## config.mk

```make
export PLATFORM = sky130hd
export DESIGN_NAME = load_store_unit
export DESIGN_NICKNAME = d
export VERILOG_FILES = /design/src/rtl/load_store_unit.sv
export SDC_FILE = /design/constraint.sdc
export NUM_CORES = 1
export LEC_CHECK = 0
export BUFFER_PORTS_ARGS = -buffer_cell sky130_fd_sc_hd__buf_2
export CAP_MARGIN = 5
export CORE_UTILIZATION = 40
export DETAILED_ROUTE_END_ITERATION = 8
export GPL_ROUTABILITY_DRIVEN = 0
export GPL_TIMING_DRIVEN = 0
export PLACE_DENSITY = 0.78
export SYNTH_ARGS = -nofsm -noshare
export SYNTH_HDL_FRONTEND = slang
export SYNTH_SLANG_ARGS = --single-unit
```

## constraint.sdc

```tcl
create_clock -name clk -period 1.87 [get_ports clk]
set_input_delay 0 -clock clk [delete_from_list [all_inputs] [get_ports clk]]
set_output_delay 0 -clock clk [all_outputs]
set_load 0.01 [all_outputs]
```

## src/rtl/load_store_unit.sv

```systemverilog
// load_store_unit
//   Executes one RV32I load or store per accepted request against a
//   word-addressed data memory whose completion latency is variable.
//   Stores are turned into byte-lane write enables plus lane-replicated
//   write data. Loads have their byte/half/word extracted from the
//   returned word and sign- or zero-extended.
//
// Parameters
//   TIMEOUT    cycles spent in ACCESS without mem_ack before faulting (>=1)
//
// Ports
//   clk        in   1   clock, rising edge
//   reset      in   1   synchronous, active-high reset
//   req_valid  in   1   request strobe, sampled only in IDLE
//   req_load   in   1   1 = load, 0 = store
//   funct3     in   3   RV32I funct3
//   addr       in   32  byte address
//   wdata      in   32  store data (rs2)
//   busy       out  1   high whenever the unit is not IDLE
//   done       out  1   one-cycle completion pulse
//   fault      out  1   qualified by done: misaligned, illegal funct3, timeout
//   rdata      out  32  extended load result, held until the next load
//   mem_addr   out  32  word-aligned address of the latched request
//   mem_wdata  out  32  lane-replicated store data
//   mem_we     out  4   byte write enables (stores, ACCESS only)
//   mem_re     out  1   read strobe (loads, ACCESS only)
//   mem_ack    in   1   memory completion, mem_rdata valid same cycle
//   mem_rdata  in   32  read word
module load_store_unit #(
  parameter int TIMEOUT = 16
) (
  input  logic        clk,
  input  logic        reset,
  input  logic        req_valid,
  input  logic        req_load,
  input  logic [2:0]  funct3,
  input  logic [31:0] addr,
  input  logic [31:0] wdata,
  output logic        busy,
  output logic        done,
  output logic        fault,
  output logic [31:0] rdata,
  output logic [31:0] mem_addr,
  output logic [31:0] mem_wdata,
  output logic [3:0]  mem_we,
  output logic        mem_re,
  input  logic        mem_ack,
  input  logic [31:0] mem_rdata
);

  localparam int CNT_W = (TIMEOUT > 1) ? $clog2(TIMEOUT) : 1;

  typedef enum logic [1:0] {
    IDLE   = 2'd0,
    ACCESS = 2'd1,
    DONE   = 2'd2
  } state_t;

  state_t             state_q, state_d;
  logic               load_q, load_d;
  logic [2:0]         funct3_q, funct3_d;
  logic [1:0]         offs_q, offs_d;
  logic [CNT_W-1:0]   cnt_q, cnt_d;
  logic               fault_q, fault_d;
  logic [31:0]        rdata_q, rdata_d;
  logic [31:0]        mem_addr_q, mem_addr_d;
  logic [31:0]        mem_wdata_q, mem_wdata_d;
  logic [3:0]         we_q, we_d;

  // Illegal encodings and misaligned accesses never reach the memory.
  function automatic logic is_illegal(input logic ld, input logic [2:0] f3,
                                      input logic [1:0] o);
    logic bad;
    bad = 1'b0;
    if (ld) begin
      if (f3 == 3'd3 || f3 == 3'd6 || f3 == 3'd7) bad = 1'b1;
    end else begin
      if (f3 >= 3'd3) bad = 1'b1;
    end
    if ((f3[1:0] == 2'b01) && o[0]) bad = 1'b1;          // LH/LHU/SH
    if ((f3[1:0] == 2'b10) && (o != 2'b00)) bad = 1'b1;  // LW/SW
    return bad;
  endfunction

  function automatic logic [3:0] store_lanes(input logic [2:0] f3,
                                             input logic [1:0] o);
    logic [3:0] we;
    case (f3[1:0])
      2'b00:   we = 4'b0001 << o;
      2'b01:   we = 4'b0011 << {o[1], 1'b0};
      default: we = 4'b1111;
    endcase
    return we;
  endfunction

  // Replicating the data across lanes lets the memory pick whichever
  // lanes the write enables select without any shifting.
  function automatic logic [31:0] store_data(input logic [2:0] f3,
                                             input logic [31:0] wd);
    logic [31:0] d;
    case (f3[1:0])
      2'b00:   d = {4{wd[7:0]}};
      2'b01:   d = {2{wd[15:0]}};
      default: d = wd;
    endcase
    return d;
  endfunction

  function automatic logic [31:0] load_extract(input logic [2:0] f3,
                                               input logic [1:0] o,
                                               input logic [31:0] word);
    logic [31:0]        b_word;
    logic [31:0]        h_word;
    logic signed [7:0]  b;
    logic signed [15:0] h;
    logic [31:0]        res;
    b_word = word >> {o, 3'b000};
    h_word = word >> {o[1], 4'b0000};
    b      = b_word[7:0];
    h      = h_word[15:0];
    case (f3)
      3'd0:    res = {{24{b[7]}}, b};
      3'd1:    res = {{16{h[15]}}, h};
      3'd4:    res = {24'd0, b};
      3'd5:    res = {16'd0, h};
      default: res = word;
    endcase
    return res;
  endfunction

  always_comb begin
    state_d     = state_q;
    load_d      = load_q;
    funct3_d    = funct3_q;
    offs_d      = offs_q;
    cnt_d       = cnt_q;
    fault_d     = fault_q;
    rdata_d     = rdata_q;
    mem_addr_d  = mem_addr_q;
    mem_wdata_d = mem_wdata_q;
    we_d        = we_q;

    case (state_q)
      IDLE: begin
        if (req_valid) begin
          load_d      = req_load;
          funct3_d    = funct3;
          offs_d      = addr[1:0];
          mem_addr_d  = {addr[31:2], 2'b00};
          mem_wdata_d = store_data(funct3, wdata);
          we_d        = req_load ? 4'b0000 : store_lanes(funct3, addr[1:0]);
          cnt_d       = '0;
          if (is_illegal(req_load, funct3, addr[1:0])) begin
            fault_d = 1'b1;
            state_d = DONE;
          end else begin
            fault_d = 1'b0;
            state_d = ACCESS;
          end
        end
      end
      ACCESS: begin
        if (mem_ack) begin
          fault_d = 1'b0;
          if (load_q) rdata_d = load_extract(funct3_q, offs_q, mem_rdata);
          state_d = DONE;
        end else if (cnt_q == CNT_W'(TIMEOUT - 1)) begin
          // This was the TIMEOUT-th cycle without an ack.
          fault_d = 1'b1;
          state_d = DONE;
        end else begin
          cnt_d = cnt_q + CNT_W'(1);
        end
      end
      DONE: begin
        state_d = IDLE;
      end
      default: begin
        state_d = IDLE;
      end
    endcase
  end

  always_ff @(posedge clk) begin
    if (reset) begin
      state_q     <= IDLE;
      load_q      <= 1'b0;
      funct3_q    <= 3'd0;
      offs_q      <= 2'd0;
      cnt_q       <= '0;
      fault_q     <= 1'b0;
      rdata_q     <= 32'd0;
      mem_addr_q  <= 32'd0;
      mem_wdata_q <= 32'd0;
      we_q        <= 4'b0000;
    end else begin
      state_q     <= state_d;
      load_q      <= load_d;
      funct3_q    <= funct3_d;
      offs_q      <= offs_d;
      cnt_q       <= cnt_d;
      fault_q     <= fault_d;
      rdata_q     <= rdata_d;
      mem_addr_q  <= mem_addr_d;
      mem_wdata_q <= mem_wdata_d;
      we_q        <= we_d;
    end
  end

  // Strobes are decoded from the registered state so they stay steady for
  // the whole ACCESS phase and drop at the edge that leaves it.
  assign busy      = (state_q != IDLE);
  assign done      = (state_q == DONE);
  assign fault     = (state_q == DONE) && fault_q;
  assign rdata     = rdata_q;
  assign mem_addr  = mem_addr_q;
  assign mem_wdata = mem_wdata_q;
  assign mem_re    = (state_q == ACCESS) && load_q;
  assign mem_we    = ((state_q == ACCESS) && !load_q) ? we_q : 4'b0000;

endmodule

```

==> results of run 1 <==
worst max-delay path, delay by kind of cell (launching register included):
kind	cells	cell delay, ns
AND/OR/NAND/NOR	1	0.38
flip-flops	1	0.30
AO/OA/AOI/OAI	1	0.13
buffers and inverters	3	0.79
cell usage after synthesis, types with 3 or more instances:
cell type / n / area (um^2)
nand2_1: 158 / 593
dfxtp_1: 111 / 2220
a21oi_1: 62 / 310
nor2_1: 51 / 191
o21ai_0: 28 / 140
clkbuf_1: 25 / 93.8
mux2i_1: 24 / 240
a211oi_1: 15 / 113
a311oi_1: 15 / 131
buf_2: 15 / 75.1
nand3_1: 12 / 60.1
a211oi_2: 10 / 125
a21o_1: 7 / 52.6
a221oi_1: 7 / 61.3
a22oi_1: 7 / 52.6
buf_4: 7 / 52.6
and2_1: 6 / 37.5
mux2_2: 5 / 56.3
buf_1: 4 / 15.0
nor3_1: 4 / 20.0
mux2_1: 3 / 33.8
nand2b_1: 3 / 18.8
nor2b_1: 3 / 18.8
worst max path at each step:
| stage | start | endpoint | slack [ns] |
|---|---|---|---|
| after global routing | state_q[1] | mem_wdata[17] | 0.01 |
| after detailed placement | offs_q[1] | rdata[11] | 0.07 |
| after floorplan | offs_q[1] | rdata[7] | 0.32 |
| after CTS | offs_q[1] | rdata[11] | 0.05 |
| final | state_q[1] | mem_wdata[17] | 0.11 |
| after global placement | offs_q[1] | rdata[10] | 0.06 |
stage by stage:
step / std cells / setup slack [ns]
after floorplan: 620 / 0.316
after CTS: 1084 / 0.0521
after global routing: 1086 / 0.00972
final: 1086 / 0.108
after global placement: 993 / 0.0635
after detailed placement: 993 / 0.0664
power by group through the flow:
stage	combinational [mW]	clock, mW	sequential, mW
2_1_floorplan	0.487	0	2.66
3_3_place_gp	0.930	0	2.60
3_5_place_dp	0.942	0	2.61
4_1_cts	1.07	2.03	2.55
5_1_grt	1.18	2.11	2.57
6_report	1.09	1.99	2.56
routing by layer:
| layer | up-vias | part of all wire (%) | GRT usage (%) |
|---|---|---|---|
| li1 | 2731 | - | - |
| met1 | 2597 | 42 | 32.3 |
| met2 | 289 | 48 | 47.3 |
| met3 | 38 | 7.5 | 5.77 |
| met4 | 0 | 2.5 | 11.1 |
| met5 | - | 0 | 0 |
registers in the layout, indices dropped and copies added, names as in the netlist:
signal     flops
state_q        2
funct3_q       3
load_q         1
fault_q        1
rdata         32
we_q           4
offs_q         2
cnt_q          4
mem_wdata     32
mem_addr      30
layout by cell type, fill, tap and decap left out, drive strengths merged, types with 2 or more instances in the layout:
cell | netlist | layout
buf | 28 | 235
nand2 | 158 | 158
dfxtp | 111 | 111
dlygate4sd3 | 0 | 75
a21oi | 63 | 63
nor2 | 52 | 52
clkbuf | 26 | 36
o21ai | 28 | 28
a211oi | 25 | 25
mux2i | 24 | 24
a311oi | 15 | 15
nand3 | 13 | 13
a221oi | 8 | 8
mux2 | 8 | 8
a21o | 7 | 7
a22oi | 7 | 7
and2 | 6 | 6
nor3 | 4 | 4
clkinv | 1 | 4
nor2b | 3 | 3
nand2b | 3 | 3
inv | 2 | 3
nor3b | 3 | 3
or3 | 2 | 2
a31oi | 2 | 2
xor2 | 2 | 2
and3 | 2 | 2
conb | 1 | 2
nor4 | 2 | 2
timing repair:
item                                    in CTS  in global routing
buffers inserted                             0                  2
endpoints found under the setup margin       0                 18
gates resized for setup                      0                  2
hold endpoints to repair                    75                  0
hold buffers                                75                  0
cells by family (layout without fill, tap and decap cells):
family	count (synthesis)	count (layout)
DFF	111	111
other	1	2
muxes	33	33
AOI/OAI and AO/OA	160	160
adders and majority gates	1	1
buffers and inverters	57	355
and+or+nand+nor	254	254
xor gates and xnor gates	2	2
layout make-up:
class	count	share of cell area, %
multi-input combinational	452	34.9
sequential	111	30.2
timing repair buffer	282	24.3
buffer	54	3.58
clock buffer	10	3.11
tap	168	2.85
clock inverter	6	0.934
inverter	3	0.153
==> run_results.csv, run 1 <==
group,metric,value,unit
route,drt_iter0_markers,454,
pwr,max-vdd-ir-drop,0.000545,V
sta,fin_setup_tns,0,ns
finish,regArea,2220,um^2
worst_setup_path,arrival,1.97,ns
floorplanning,rows,40,
pwr,p_switching,1.61,mW
yosys,ys_types,53,
run,drv_cap,0,
floorplanning,design.die.area,13100,um^2
worst_setup_path,worstPathMaxFanout,10,
global_routing,grt_start_max_net_pins,19,
finish,synthToLayoutAreaGrowth,45.8,%
yosys,yosys_most_used_dff,"dfxtp_1",
placement,placed_cell_area,6290,um^2
sta,fin_skew,0.00443,ns
floorplanning,io_pins,208,
floorplanning,chipWidth,114,um
worst_setup_path,crit_path_frequent_cell,"buf_2",
worst_setup_path,max_stage_delay,0.38,ns
worst_setup_path,crit_chain,"buf_4, nor3b_2, buf_2, buf_2, a211oi_1",
global_routing,gr-usage-all-layers,27.1,%
sta,hold_viol_final,0,
clock_network,clock-sinks,111,
finish,multiInputGateArea,2570,um^2
sta,finalSetupViolations,0,
route,avgRoutedWirePerCell,16.0,um
clock_network,clk_latency,0.35,ns
min_path,hold_depth,3,
route,drt_first_pass_iters,7,
yosys,ys_warn_count,0,
worst_setup_path,r2r-start,"state_q[1]",
route,wl,17.3,mm
sta,hold_slack,0.0166,ns
pwr,p_int,4.02,mW
placement,numPortBuffers,205,
yosys,yosys.area_share.xor_xnor,0.347,%
floorplanning,start_util,41.5,%
sta,tightest_slew,0.681,ns
min_path,hp-start,"mem_rdata[15]",
global_routing,grt_pass1_wl,27.4,mm
sta,slew-limit-headroom,54.6,%
worst_setup_path,r2r_setup_slack,0.11,ns
global_routing,first_global_vias,5556,
sta,fin_crit,1.76,ns
sta,slew_viol_final,0,
clock_network,clk_path_buf_depth,2,
finish,drive_above_1_share,29.6,%
yosys,syn_area,5050,um^2
route,ant_nets,0,
finish,diodes,0,
clock_network,numCtsBuffers,9,
worst_setup_path,crit_path_start_kind,"flop",
floorplanning,fp.dieH,114,um
yosys,async_flop_share,0,%
pwr,clkPwrFrac,35.3,%
global_routing,grt_overflow,0,
sta,rsz0062_at_grt,"no",
clock_network,cts.htree.levels,3,
worst_setup_path,slowest_stage,"nor3b_2",
min_path,hold_path_end,"rdata[15]",
finish,final_util,60.6,%
pwr,swShare,28.6,%
yosys,synth_top_family_by_area,"compound AO/OA/AOI/OAI gates",
pwr,powerDensity,765,nW/um^2
yosys,avgSynthCellArea,8.16,um^2
clock_network,clkTransAtPathRegs,0.07,ns
clock_network,cts_tree,"built",
yosys,synth_edf_count,0,
pwr,p_leak,3.27,nW
placement,dp_hpwl,11.9,mm
global_routing,antenna_found_initial,0,
yosys,synthMuxAreaShare,7.06,%
finish,design_area,7370,um^2
worst_setup_path,worstPathRequired,2.08,ns
route,avgViaCountPerCell,5.21,
sta,fmax,567,MHz
yosys,postSynthCellCount,619,
finish,nets,1018,
yosys,post_synth_fa_ha_maj_area_fraction,0.248,%
pwr,power.total,5.63,mW
yosys,synthSimpleGateAreaFrac,21.3,%
route,vias,5655,
floorplanning,core,12200,um^2
yosys,ys_seq_area_share,44.0,%
sta,fin_crit_sh,94.2,%
yosys,ys_ff_latch,111,
pwr,pwr-share-seq,45.4,%
worst_setup_path,r2r_cells,5,
worst_setup_path,critPathCaptureType,"flop",
min_path,hold_class,"primary input to flop",
worst_setup_path,reg2reg_to,"mem_wdata[17]",
finish,fill_cells,1062,
worst_setup_path,crit_type,"flop to flop",
yosys,synth_compound_area_share,21.5,%
route,route.detailed.drc,0,
clock_network,root_buffer,"clkbuf_16",
run_status,status,"finished clean",
pwr,combPwrFrac,19.3,%
(Power assumes the default switching activity.)
==> run 2, diff against run 1 <==
Settings changed: ABC_AREA from default to 1, GPL_TIMING_DRIVEN 0 to default, PLACE_DENSITY 0.78 to 0.81.
Clock period 1.87 ns to 1.5 ns, I/O delays scaled along.
==> run_results.csv, run 2 <==
group,metric,value,unit
finish,nets,1112,
global_routing,grt_pass1_wl,26.4,mm
sta,fin_crit_sh,92.8,%
floorplanning,rows,40,
worst_setup_path,worstPathMaxFanout,24,
pwr,max-vdd-ir-drop,0.000692,V
floorplanning,start_util,41.5,%
yosys,ys_seq_area_share,44.2,%
yosys,syn_area,5030,um^2
route,drt_iter0_markers,508,
worst_setup_path,arrival,1.66,ns
floorplanning,core,12100,um^2
floorplanning,chipWidth,114,um
yosys,ys_types,30,
route,avgRoutedWirePerCell,14.6,um
global_routing,gr-usage-all-layers,25.5,%
floorplanning,io_pins,208,
global_routing,first_global_vias,5526,
clock_network,numCtsBuffers,9,
clock_network,cts_tree,"built",
pwr,p_leak,3.71,nW
clock_network,clkTransAtPathRegs,0.08,ns
min_path,hold_class,"primary input to flop",
placement,dp_hpwl,10.6,mm
worst_setup_path,critPathCaptureType,"flop",
yosys,ys_warn_count,0,
finish,synthToLayoutAreaGrowth,46.5,%
worst_setup_path,crit_type,"flop to flop",
worst_setup_path,crit_path_start_kind,"flop",
route,wl,17.3,mm
yosys,avgSynthCellArea,6.83,um^2
finish,final_cell_mix,"buf_2 (205), nand2_1 (140), nor2_1 (128)",
route,ant_nets,0,
sta,fin_skew,0.0144,ns
route,vias,5972,
route,route.detailed.drc,0,
clock_network,root_buffer,"clkbuf_16",
finish,fill_cells,1049,
run_status,status,"finished clean",
sta,slew_viol_final,0,
yosys,synth_common_cells,"nand2_1 (141), nor2_1 (129), o21ai_0 (115)",
run,drv_cap,0,
sta,hold_viol_final,0,
pwr,powerDensity,973,nW/um^2
yosys,synth_edf_count,0,
finish,final_common_cell,"buf_2",
yosys,synthMostInstantiatedCell,"nand2_1",
clock_network,clk_path_buf_depth,2,
sta,fmax,718,MHz
yosys,async_flop_share,0,%
sta,finalSetupViolations,0,
sta,setup_slack,0.108,ns
yosys,ys_ff_latch,111,
global_routing,antenna_found_initial,0,
worst_setup_path,worstPathRequired,1.77,ns
clock_network,clk_latency,0.36,ns
global_routing,grt_start_max_net_pins,63,
floorplanning,design.die.area,13000,um^2
floorplanning,fp.dieH,114,um
sta,fin_setup_tns,0,ns
sta,rsz0062_at_grt,"yes",
finish,diodes,0,
route,drt_first_pass_iters,5,
yosys,yosys.area.top_type_share,44.2,%
placement,place_ws,0.0325,ns
sta,fin_crit,1.39,ns
yosys,synthTopCellsByArea,"dfxtp_1 (44%), o21ai_0 (11%), nand2_1 (11%)",
yosys,postSynthCellCount,736,
yosys,yosysTopAreaCell,"dfxtp_1",
clock_network,clock-sinks,111,
yosys,yosys_most_used_dff,"dfxtp_1",
global_routing,grt_overflow,0,
clock_network,cts.htree.levels,3,
finish,drive_above_1_share,25.7,%
placement,numPortBuffers,205,
route,avgViaCountPerCell,5.06,
==> run 2: timing repair <==
item / in CTS / in global routing
hold buffers: 81 / 0
setup buffers: 0 / 0
hold endpoints to repair: 81 / 0
setup endpoints to repair: 0 / 18
gates resized for setup: 0 / 7
==> run 2: cells by family (layout without fill, tap and decap cells) <==
logic type | Yosys count | count (layout) | share of synthesized area, %
compound gates | 212 | 212 | 21.9
fa+ha+maj | 1 | 1 | 0.249
buf+inv | 114 | 389 | 10.2
simple gates | 297 | 297 | 23.4
other cells | 1 | 2 | 0.0746
flops | 111 | 111 | 44.2
==> run 2: layout make-up <==
cell class	instances	area (um^2)	share of cell area, %
clock buffers	9	225	3.06
clock inverters	7	66.3	0.900
inverters	67	259	3.52
multi-input cells	512	2300	31.2
flip-flops and latches	111	2220	30.2
well taps	168	210	2.85
repair buffers	306	2080	28.2
==> run 2: critical path: stages, from the launching register on <==
cell and delay, ns:
dfxtp_2 0.35, nor2_1 0.16, nand2_2 0.09, inv_2 0.18, buf_12 0.19, o21ai_0 0.12
a31oi_1 0.23
==> run 2: final timing paths <==
path,startpoint,endpoint,slack (ns),cells after the start
worst min register to register,mem_addr[12],mem_addr[12],0.48,2
worst min-delay path,mem_rdata[8],rdata[8],0.01,5
worst max-delay path,state_q[0],mem_wdata[24],0.11,6
worst max register to register,state_q[0],mem_wdata[24],0.11,6
==> run 2: through the flow <==
stage	hold WS (ns)	instance area [um^2]	instances	util (%)	power, mW
3_3_place_gp	0.248	6180	1080	51.0	4.60
3_5_place_dp	0.256	6180	1080	51.0	4.63
6_report	0.0133	7370	1180	60.8	7.17
4_1_cts	0.00954	7280	1177	60.1	7.12
5_1_grt	0.0537	7370	1180	60.8	7.51
2_1_floorplan	0.161	5030	737	-	4.11
==> run 2: metal layers <==
layer	part of all wire (%)	track usage (%)
met3	8.5	7.20
met2	49	44.6
met1	39	29.1
met5	0	0
met4	3.0	10.7
==> run 2: report_power, final <==
part	internal, mW	leakage [nW]	switching (mW)
clock network	1.17	0.141	1.18
registers	3.14	0.913	0.114
logic	0.651	2.66	0.915
==> run 3, diff against run 2 <==
Settings changed: GPL_TIMING_DRIVEN from default to 0.
==> run_results.csv, run 3 (same netlist as run 2, synthesis figures left out) <==
group,metric,value,unit
run_status,status,"complete, but fails checks",
run_status,violations,"negative setup slack",
floorplanning,chipWidth,114,um
worst_setup_path,crit_path_start_kind,"flop",
floorplanning,fp.dieH,114,um
floorplanning,core,12100,um^2
global_routing,first_global_vias,5832,
worst_setup_path,r2r-start,"state_q[0]",
pwr,p_switching,2.26,mW
finish,drive_above_1_share,26.1,%
finish,regArea,2220,um^2
worst_setup_path,r2r_cells,6,
clock_network,cts_tree,"built",
clock_network,clkTransAtPathRegs,0.08,ns
route,avgRoutedWirePerCell,14.7,um
floorplanning,rows,40,
finish,nets,1138,
placement,dp_hpwl,11.6,mm
pwr,p_leak,3.75,nW
clock_network,numCtsBuffers,9,
global_routing,antenna_found_initial,0,
route,wl,17.7,mm
clock_network,root_buffer,"clkbuf_16",
sta,hold_viol_final,0,
floorplanning,design.die.area,13000,um^2
min_path,hold_path_end,"mem_wdata[29]",
sta,slew_viol_final,0,
sta,fmax,648,MHz
route,ant_nets,0,
finish,final_common_cell,"buf_2",
route,drt_first_pass_iters,5,
finish,diodes,0,
pwr,power.total,7.29,mW
clock_network,cts.htree.levels,3,
sta,slew-limit-headroom,54.0,%
worst_setup_path,critPathCaptureType,"flop",
global_routing,grt_start_max_net_pins,21,
pwr,combPwrFrac,22.3,%
sta,fin_crit,1.54,ns
pwr,powerDensity,982,nW/um^2
sta,tightest_slew,0.688,ns
clock_network,clk_latency,0.36,ns
sta,setup_slack,-0.0436,ns
finish,synthToLayoutAreaGrowth,47.6,%
floorplanning,io_pins,208,
sta,fin_crit_sh,103,%
pwr,max-vdd-ir-drop,0.000783,V
floorplanning,start_util,41.5,%
finish,final_cell_mix,"buf_2 (216), nand2_1 (139), nor2_1 (126)",
route,vias,6066,
pwr,swShare,31.0,%
run,drv_cap,0,
worst_setup_path,crit_type,"flop to flop",
worst_setup_path,arrival,1.81,ns
worst_setup_path,worstPathRequired,1.76,ns
clock_network,clock-sinks,111,
placement,numPortBuffers,205,
pwr,p_int,5.03,mW
worst_setup_path,reg2reg_to,"mem_wdata[30]",
sta,finalSetupViolations,1,
route,drt_iter0_markers,510,
pwr,clkPwrFrac,33.2,%
finish,final_util,61.3,%
global_routing,grt_overflow,0,
global_routing,grt_pass1_wl,28.1,mm
sta,rsz0062_at_grt,"yes",
min_path,hp-start,"wdata[29]",
finish,multiInputGateArea,2320,um^2
sta,fin_skew,0.0122,ns
worst_setup_path,worstPathMaxFanout,10,
route,route.detailed.drc,0,
global_routing,gr-usage-all-layers,27.6,%
min_path,hold_depth,3,
min_path,hold_class,"primary input to flop",
pwr,pwr-share-seq,44.5,%
clock_network,clk_path_buf_depth,2,
route,avgViaCountPerCell,5.03,
finish,fill_cells,1067,
worst_setup_path,r2r_setup_slack,-0.04,ns
## run 3: cell types whose count changed in the layout (fill, tap and decap cells not counted), sizes merged
cell and delta:
buf +8, clkbuf +22, dlygate4sd3 -3, inv -1
## run 3: worst max path at each step
| stage | startpoint | to | slack (ns) |
|---|---|---|---|
| 3_3_place_gp | state_q[0] | mem_wdata[8] | -0.09 |
| 5_1_grt | state_q[1] | rdata[25] | -0.06 |
| 3_5_place_dp | state_q[0] | mem_wdata[9] | -0.10 |
| 4_1_cts | state_q[0] | rdata[30] | 0.02 |
| 6_report | state_q[0] | mem_wdata[30] | -0.04 |
| 2_1_floorplan | cnt_q[0] | cnt_q[3] | 0.21 |
## run 3: layout make-up
type	count	share of cell area [%]
Multi-Input combinational cell	512	31.2
Sequential cell	111	30.0
Timing Repair Buffer	285	24.7
Buffer	47	3.66
Inverter	67	3.59
Clock buffer	10	3.22
Tap cell	168	2.83
Clock inverter	6	0.826
## run 3: repair_timing
item	CTS	global route
endpoints found under the setup margin	13	62
endpoints found under the hold margin	81	0
resized for setup	4	21
hold buffers	78	0
pin swaps	0	5
setup buffers	0	2
## run 3: per-layer routing
metal	GRT usage (%)	wire [um]
met2	48.8	8770
met4	12.4	574
met1	32.1	6970
met3	5.56	1430
met5	0	0
## run 3: metrics by stage
step           setup TNS (ns)  setup slack, ns  cell area [um^2]  hold WS (ns)  cells
5_1_grt                -0.399          -0.0585              7420        0.0115   1206
2_1_floorplan               0            0.208              5030         0.161    737
4_1_cts                     0           0.0170              7360       0.00250   1204
6_report              -0.0436          -0.0436              7420        0.0193   1206
3_3_place_gp           -0.646          -0.0902              6270         0.249   1110
3_5_place_dp           -0.860           -0.101              6270         0.254   1110
## run 3: worst max-delay path: stages, from the launching register on
cell     delay, ns
dfxtp_2       0.35
nor2_1        0.17
nand2_2       0.15
inv_4         0.13
buf_4         0.20
o21ai_0       0.18
a31oi_1       0.27
## run 3: power groups by stage
stage	clock network, mW	logic, mW	registers [mW]
after floorplan	0	0.734	3.38
after global placement	0	1.35	3.30
after detailed placement	0	1.37	3.30
after CTS	2.44	1.54	3.23
after global routing	2.56	1.79	3.26
final	2.42	1.63	3.24
